### src/rtl/fast9_pkg.sv
// Shared widths, default geometry and FSM/phase encodings for the FAST9 frame controller.
package fast9_pkg;

   localparam int unsigned AddrW      = 15;
   localparam int unsigned ScoreW     = 8;
   localparam int unsigned DefWidth   = 160;
   localparam int unsigned DefHeight  = 120;
   localparam int unsigned DefBorder  = 3;
   localparam int unsigned DefPipeLat = 2;

   typedef enum logic [2:0] {
      StIdle,
      StClear,
      StDetect,
      StFlush,
      StNms,
      StFin
   } state_e;

   typedef enum logic [1:0] {
      PhIdle   = 2'd0,
      PhClear  = 2'd1,
      PhDetect = 2'd2,
      PhNms    = 2'd3
   } phase_e;

   // FLUSH belongs to the detect phase, FIN to the NMS phase.
   function automatic phase_e state_phase(input state_e s);
      phase_e p;
      case (s)
         StClear:          p = PhClear;
         StDetect, StFlush: p = PhDetect;
         StNms, StFin:     p = PhNms;
         default:          p = PhIdle;
      endcase
      return p;
   endfunction

endpackage

### src/rtl/fast9_interior_scanner.sv
// Raster counter over the interior pixels; wraps to the first pixel after the last one so the
// same instance can run the detect scan and then the NMS rescan.
module fast9_interior_scanner
   import fast9_pkg::*;
#(
   parameter int unsigned WIDTH  = DefWidth,
   parameter int unsigned HEIGHT = DefHeight,
   parameter int unsigned BORDER = DefBorder
) (
   input  logic             clock,
   input  logic             reset,
   input  logic             clear,
   input  logic             enable,
   output logic [AddrW-1:0] addr,
   output logic             last
);

   localparam logic [AddrW-1:0] First     = AddrW'(BORDER);
   localparam logic [AddrW-1:0] XLast     = AddrW'(WIDTH - 1 - BORDER);
   localparam logic [AddrW-1:0] YLast     = AddrW'(HEIGHT - 1 - BORDER);
   localparam logic [AddrW-1:0] AddrFirst = AddrW'(BORDER * WIDTH + BORDER);
   localparam logic [AddrW-1:0] RowStep   = AddrW'(2 * BORDER + 1);

   logic [AddrW-1:0] x_q, y_q, addr_q;
   logic             row_end;

   assign row_end = (x_q == XLast);
   assign last    = row_end && (y_q == YLast);
   assign addr    = addr_q;

   always_ff @(posedge clock) begin
      if (reset) begin
         x_q    <= '0;
         y_q    <= '0;
         addr_q <= '0;
      end else if (clear || (enable && last)) begin
         x_q    <= First;
         y_q    <= First;
         addr_q <= AddrFirst;
      end else if (enable) begin
         if (row_end) begin
            x_q    <= First;
            y_q    <= y_q + AddrW'(1);
            addr_q <= addr_q + RowStep;
         end else begin
            x_q    <= x_q + AddrW'(1);
            addr_q <= addr_q + AddrW'(1);
         end
      end
   end

endmodule

### src/rtl/fast9_frame_ctrl.sv
// Frame sequencer for the FAST9 pipeline: score-memory clear, detect scan with delayed score
// writes, pipeline flush and NMS rescan, owning the single score-memory port.
module fast9_frame_ctrl
   import fast9_pkg::*;
#(
   parameter int unsigned WIDTH    = DefWidth,
   parameter int unsigned HEIGHT   = DefHeight,
   parameter int unsigned BORDER   = DefBorder,
   parameter int unsigned PIPE_LAT = DefPipeLat
) (
   input  logic              clock,
   input  logic              reset,
   input  logic              start,
   input  logic              stall,
   input  logic              isCorner,
   input  logic              fsWren,
   input  logic [ScoreW-1:0] fsValue,
   input  logic [AddrW-1:0]  nmsAddr,
   output logic [AddrW-1:0]  refAddr,
   output logic              refValid,
   output logic [AddrW-1:0]  scoreAddr,
   output logic [ScoreW-1:0] scoreData,
   output logic              scoreWren,
   output logic [1:0]        phase,
   output logic              busy,
   output logic              done,
   output logic [15:0]       cornerCount
);

   localparam int unsigned NPix = WIDTH * HEIGHT;
   localparam int unsigned FlW  = (PIPE_LAT > 1) ? $clog2(PIPE_LAT) : 1;

   state_e            state_q, state_d;
   logic [AddrW-1:0]  clr_q;
   logic [FlW-1:0]    flush_q;
   logic [15:0]       count_q;
   logic [AddrW-1:0]  dl_addr_q [PIPE_LAT];
   logic [PIPE_LAT-1:0] dl_valid_q;
   logic [AddrW-1:0]  scan_addr;
   logic              scan_last, scan_enable;
   logic              accept, run, issue, dl_hit;

   assign accept      = (state_q == StIdle) && start;
   assign run         = (state_q != StIdle) && !stall;
   assign issue       = (state_q == StDetect);
   assign scan_enable = run && ((state_q == StDetect) || (state_q == StNms));
   assign dl_hit      = run && dl_valid_q[PIPE_LAT-1] &&
                        ((state_q == StDetect) || (state_q == StFlush));

   fast9_interior_scanner #(
      .WIDTH  (WIDTH),
      .HEIGHT (HEIGHT),
      .BORDER (BORDER)
   ) u_scanner (
      .clock  (clock),
      .reset  (reset),
      .clear  (accept),
      .enable (scan_enable),
      .addr   (scan_addr),
      .last   (scan_last)
   );

   always_ff @(posedge clock) begin
      if (reset) state_q <= StIdle;
      else       state_q <= state_d;
   end

   always_comb begin
      state_d = state_q;
      if (state_q == StIdle) begin
         if (start) state_d = StClear;
      end else if (!stall) begin
         unique case (state_q)
            StClear:  if (clr_q == AddrW'(NPix - 1)) state_d = StDetect;
            StDetect: if (scan_last) state_d = StFlush;
            StFlush:  if (flush_q == FlW'(PIPE_LAT - 1)) state_d = StNms;
            StNms:    if (scan_last) state_d = StFin;
            StFin:    state_d = StIdle;
            default:  state_d = StIdle;
         endcase
      end
   end

   always_ff @(posedge clock) begin
      if (reset) begin
         clr_q      <= '0;
         flush_q    <= '0;
         count_q    <= '0;
         dl_valid_q <= '0;
         for (int i = 0; i < PIPE_LAT; i++) dl_addr_q[i] <= '0;
      end else begin
         if (accept) begin
            clr_q   <= '0;
            count_q <= '0;
         end else if (run) begin
            if (state_q == StClear) clr_q <= clr_q + AddrW'(1);
            if (state_q == StFlush) flush_q <= flush_q + FlW'(1);
            else                    flush_q <= '0;
            if (dl_hit && isCorner && (count_q != 16'hFFFF)) count_q <= count_q + 16'd1;
         end
         // Delay line advances with the scan; a stall freezes it in place.
         if (!(stall && (state_q != StIdle))) begin
            dl_addr_q[0]  <= scan_addr;
            dl_valid_q[0] <= issue;
            for (int i = 1; i < PIPE_LAT; i++) begin
               dl_addr_q[i]  <= dl_addr_q[i-1];
               dl_valid_q[i] <= dl_valid_q[i-1];
            end
         end
      end
   end

   always_comb begin
      refAddr     = scan_addr;
      refValid    = ((state_q == StDetect) || (state_q == StNms)) && !stall;
      scoreAddr   = '0;
      scoreData   = '0;
      scoreWren   = 1'b0;
      unique case (state_q)
         StClear: begin
            scoreAddr = clr_q;
            scoreWren = !stall;
         end
         StDetect, StFlush: begin
            scoreAddr = dl_addr_q[PIPE_LAT-1];
            scoreData = fsValue;
            scoreWren = fsWren && dl_valid_q[PIPE_LAT-1] && !stall;
         end
         StNms:   scoreAddr = nmsAddr;
         default: ;
      endcase
      phase       = state_phase(state_q);
      busy        = (state_q != StIdle);
      done        = (state_q == StFin) && !stall;
      cornerCount = count_q;
   end

endmodule
### config.mk
export PLATFORM = sky130hd
export DESIGN_NAME = fast9_frame_ctrl
export DESIGN_NICKNAME = d
export VERILOG_FILES = /design/src/rtl/fast9_pkg.sv /design/src/rtl/fast9_interior_scanner.sv /design/src/rtl/fast9_frame_ctrl.sv
export SDC_FILE = /design/constraint.sdc
export NUM_CORES = 1
export LEC_CHECK = 0
export BUFFER_PORTS_ARGS = -buffer_cell sky130_fd_sc_hd__buf_2
export CAP_MARGIN = 0
export CORE_MARGIN = 10
export CORE_UTILIZATION = 50
export CTS_CLUSTER_SIZE = 30
export DETAILED_ROUTE_END_ITERATION = 10
export PLACE_DENSITY = 0.72
export SLEW_MARGIN = 5
export SYNTH_ARGS = -nofsm -noshare
export SYNTH_HDL_FRONTEND = slang
export SYNTH_SLANG_ARGS = --single-unit
### constraint.sdc
create_clock -name clock -period 4.3 [get_ports clock]
set_input_delay 0.645 -clock clock [delete_from_list [all_inputs] [get_ports clock]]
set_output_delay 0.645 -clock clock [all_outputs]
set_load 0.02 [all_outputs]
* Yosys cells after proc, flatten, opt, wreduce, memory -nomap -nowiden *
Memories as Yosys holds them, arrays and structs flattened.
Cells that the tools add are included.

word-level totals
  bits in registers = 82
  latch bits = 0
  bits in writable memories = 30
  bits in read-only memories = 0
  memories = 1

operators by class
  $add $sub $neg = 7
  $mul = 0
  divide/modulo/power cells = 0
  order comparisons = 0
  eq/ne operators = 15
  shift-type cells = 0
  multiplexer cells = 29
  bitwise logic cells = 3
  reduce and logical (&&, ||, !) cells = 32

memories
  memory     words  bits a word  rd ports  clocked after memory_dff  write ports  line                    text
  dl_addr_q  2      15           2         0                         2            fast9_frame_ctrl.sv:37  logic [AddrW-1:0] dl_addr_q [PIPE_LAT];

operators by type and width
  kind                     count
  $add A15 B1 Y15 const B  4
  $mux W15                 4
  $pmux W15 S3             1
  $mux W3                  7
  $mux W9                  2
  $add A16 B1 Y16 const B  1
  $ne A16 B16 Y1 const B   1
  $add A15 B3 Y15 const B  1
  $eq A15 B15 Y1 const B   1
  $eq A15 B7 Y1 const B    1
  $eq A15 B8 Y1 const B    1
  $logic_and A1 B1 Y1      14
  $pmux W3 S4              1
  $mux W2                  5
  $reduce_and A2 Y1        5
  $mux W8                  1
  $reduce_or A2 Y1         4
  $eq A3 B2 Y1 const B     2
  $eq A3 B3 Y1 const B     2
  $mux W1                  6
  $ne A3 B3 Y1 const B     2
  $pmux W2 S3              1
  $reduce_and A6 Y1        1
  $reduce_bool A2 Y1       2
  13 further kinds         16

* Depth between registers and ports, before layout *
  depth in word-level cells = 7
  depth in mapped cells = 10

* Hierarchy *
Synthesis repeated with hierarchy kept, for this count alone.

second synthesis, totals
  cell total of the unflattened synthesis = 617
  area, all modules = 5758.0 sq um

by module, submodules not included
  module                  times used  cells an instance  area an instance (sq um)  sequential area each (sq um)
  fast9_frame_ctrl        1           337                3318.2                    1641.6
  fast9_interior_scanner  1           280                2439.8                    900.9

* Worst setup path before layout *
OpenSTA, ideal clock, no wires.

  kind = register to register
  from = register u_scanner.x_q[0]
  to = register u_scanner.addr_q[14], in the netlist u_scanner.addr[14]
  setup time = 70 ps
  arrival time = 2484 ps
  data required time = 4230 ps
  setup slack = 1746 ps
  cell stages (with the launch flop) = 11
  buffers on the path = 0
  period minus slack after synthesis = 2554 ps
  cell sequence = dfxtp_1 -> inv_1 -> ha_1 -> nor3b_1 -> and4_1 -> inv_1 -> fa_1 -> nor2b_1 -> o2111ai_1 -> or4_1 -> a21oi_1

between the ends
  word-level cells in the longest chain between the ends = 5
  elaborated cells between the ends (all ways) = 6
  classes of those cells = eq/ne: 1; mux: 1; reduce/logical: 4

ends and longest elaborated chain
  element                     line                          text
  start, declared             fast9_interior_scanner.sv:24  logic [AddrW-1:0] x_q, y_q, addr_q;
  start signal, assigned      fast9_interior_scanner.sv:37  x_q <= First;
  start signal, assigned      fast9_interior_scanner.sv:42  x_q <= First;
  start signal, assigned      fast9_interior_scanner.sv:46  x_q <= x_q + AddrW'(1);
  $eq A15 B8 Y1 (*)           fast9_interior_scanner.sv:27  assign row_end = (x_q == XLast);
  $logic_and A1 B1 Y1         fast9_interior_scanner.sv:28  assign last = row_end && (y_q == YLast);
  $logic_and A1 B1 Y1         fast9_interior_scanner.sv:36  end else if (clear || (enable && last)) begin
  $logic_or A1 B1 Y1          fast9_interior_scanner.sv:36
  $reduce_or A2 Y1 (no line)  n/a
  end signal, assigned        fast9_interior_scanner.sv:39  addr_q <= AddrFirst;
  end signal, assigned        fast9_interior_scanner.sv:44  addr_q <= addr_q + RowStep;
  end signal, assigned        fast9_interior_scanner.sv:47  addr_q <= addr_q + AddrW'(1);
  end, declared               fast9_interior_scanner.sv:24

Mark *: on every way between the ends. The rest lies on a longest branch, timed or not.
A chain may end at the register's enable or synchronous reset.

==> flow_summary.ini <==
[critical_path]
cp_slowest_cell = dfxtp_1
cp.required_ns = 3.65
cp_max_fo = 17
crit_type = reg -> out
reg2reg_slack_ns = 1.37
cp-end-kind = primary output
cp-start-kind = register
critPathArrivalTime_ns = 2.54
reg2reg_depth = 10
r2r_start = u_scanner.x_q[0]
crit_path_max_incr_delay_ns = 0.70
r2r-end = u_scanner.addr[14]
crit_path_cell_trace = xor2_1, buf_4, nand2_1, inv_1, buf_2

[timing]
fin_crit_sh_pct = 74.1
slew-limit-headroom_pct = 21.6
finalHoldViolations = 0
finalSetupViolCount = 0
fin_worst_skew_ns = 0.00569
fin_crit_ns = 3.19
max_freq_mhz = 314
grt_setup_unrepaired = false
finalSetupTns_ns = 0
slew_viol_final = 0
tightest_slew_ns = 1.17

[finish]
seqCellArea_um2 = 2540
diodes = 0
fin_nets = 752
fillers = 1007
design_area_um2 = 6600
drive_gt1_share_pct = 16.7
multi_input_area_um2 = 2970
syn_to_final_growth_pct = 14.0
finalNonFillerCells = 860

[drt]
detail_route.wl_per_cell_um = 16.8
routed_wl_um = 14400
vias_per_cell = 6.15
drc = 0
vias = 5293
first_iter_violations = 554
postRouteAntennaNets = 0
drt_first_pass_iters = 8

[placement]
dp_hpwl_um = 10400
gp_congestion = 0.829
portBuffers = 88
placed_area_um2 = 6320
dp_cells = 844

[global_route]
grt_use_total_pct = 17.4
grt_pass1_wl_um = 23800
grt_pass1_vias = 4925
grt.overflow.total = 0
grt_max_degree = 31
antenna_found_initial = 0

[floorplan]
initial_core_util_pct = 51.0
rows = 39
core_region_area_um2 = 11400
ios = 89
dieArea_um2 = 16300
die_y_um = 128
fp.dieW_um = 128

[pwr]
p_leak_nw = 2.57
power.density_nw_per_um2 = 310
irDropWorstVdd_mv = 0.267
fin_total_pwr_w = 0.00204

[yosys]
netlist_instances = 644
synth_cell_types = 54
syn_area_per_cell_um2 = 9.00
netlist.area_leader.share_pct = 28.3
synthTopCellsByArea = dfxtp_1 28%, edfxtp_1 16%, and2_1 4.5%
syn_nets = 684
synth_enable_flop_cells = 30
synth_top_cell_by_area = dfxtp_1
syn_area_um2 = 5790
async_flop_share_pct = 0
ys_warn_count = 0
post-synth-top-count-cell = dfxtp_1
seq_area_frac_synth_pct = 43.9
synth_common_cells = 82 x dfxtp_1, 51 x a21oi_1, 42 x and2_1, 36 x nand2_1, 34 x inv_1
ys_seq_elements = 112
synth_top_flop_cell = dfxtp_1

[outcome]
status = completed

[clock_tree]
clock-sinks = 112
clockBufferDepth = 2
post_cts_buffers = 0
clock_latency_ns = 0.35
root_buffer = clkbuf_16
ctsResizeCount = 0
cts_max_level = 3
clkTransAtPathRegs_ns = 0.08
ctsHoldBuffers = 0
cts_tree = done
cts_buffers = 9

[hold_path]
hold_class = reg -> reg
holdCritStartpoint = u_scanner.x_q[14]
min_delay_worst_endpoint = u_scanner.x_q[14]
holdPathStages = 2

[job]
maxCapViolCount = 0
metrics by stage:
stage | utilization [%] | setup slack (ns) | hold WS, ns
after floorplan | - | 1.75 | 0.452
after global placement | 55.6 | 1.53 | 0.467
after detailed placement | 55.6 | 1.43 | 0.483
after CTS | 58.1 | 1.12 | 0.494
after global routing | 58.1 | 0.867 | 0.523
final | 58.1 | 1.11 | 0.498
registers in the layout, summed over array words and instances (netlist names), named ones only:
signal,count
clr_q,15
cornerCount,16
dl_addr_q,30
dl_valid_q,2
flush_q,1
state_q,2
u_scanner.addr,15
u_scanner.x_q,15
u_scanner.y_q,15
logic make-up (layout without fill, tap and decap cells):
family          count (synthesis)  count (layout)  synth area share (%)
xor+xnor                       18              18                  2.72
simple gates                  272             272                  28.0
mux                             5               5                 0.864
buf+inv                        73             146                  4.90
fa+ha+maj                      11              11                  2.51
flops                         112             112                  43.9
compound gates                153             153                  17.1
metal layers:
layer  up-vias  track usage [%]  routed length (um)
li1       2574                -                   -
met1      2525             22.3                6360
met4         0             5.89                 247
met3        23             5.25                1120
met2       171             27.3                6690
met5         -                0                   0
final cells by class:
type / count / area share [%]
Inverter: 34 / 1.93
Sequential cell: 112 / 38.5
Tap cell: 143 / 2.71
Clock inverter: 7 / 0.815
Clock buffer: 9 / 3.41
Multi-Input combinational cell: 459 / 45.0
Timing Repair Buffer: 96 / 7.58
worst max-delay path: cells and delay by family, from the launching register on:
family	cells	cell delay (ns)
buffers and inverters	3	0.91
flip-flops	1	0.70
AND/OR/NAND/NOR	1	0.37
XOR/XNOR	1	0.20
worst max-delay path by stage:
stage | from | to | slack [ns] | cells past startpoint
floorplan | u_scanner.x_q[0] | u_scanner.addr[14] | 1.75 | 10
global placement | stall | refValid | 1.53 | 6
detailed placement | u_scanner.x_q[0] | u_scanner.addr[14] | 1.43 | 10
CTS | state_q[0] | scoreAddr[12] | 1.12 | 5
global route | state_q[0] | scoreAddr[0] | 0.87 | 5
finish | register | refValid | 1.11 | 5
report_power, final:
group	total (W)	internal, W	leakage [nW]	switching (W)
sequential	0.00113	0.00110	1.02	0.0000226
clock	0.000793	0.000400	0.137	0.000393
combinational	0.000123	0.0000448	1.41	0.0000785
total	0.00204	0.00155	2.57	0.000495
cell usage in the layout, fill, tap and decap left out, types with 10 or more instances in the layout:
cell type,instances
buf_2,88
dfxtp_1,82
a21oi_1,51
and2_1,42
nand2_1,36
inv_1,34
nor2_1,31
o21ai_0,30
edfxtp_1,30
or4_1,26
o31ai_1,25
nand3_1,23
nand4_1,20
or3_1,19
nor3_1,16
a222oi_1,15
and3_1,12
and4_1,12
xor2_1,11
ha_1,10
No activity file was read; power rests on OpenSTA's default activity.
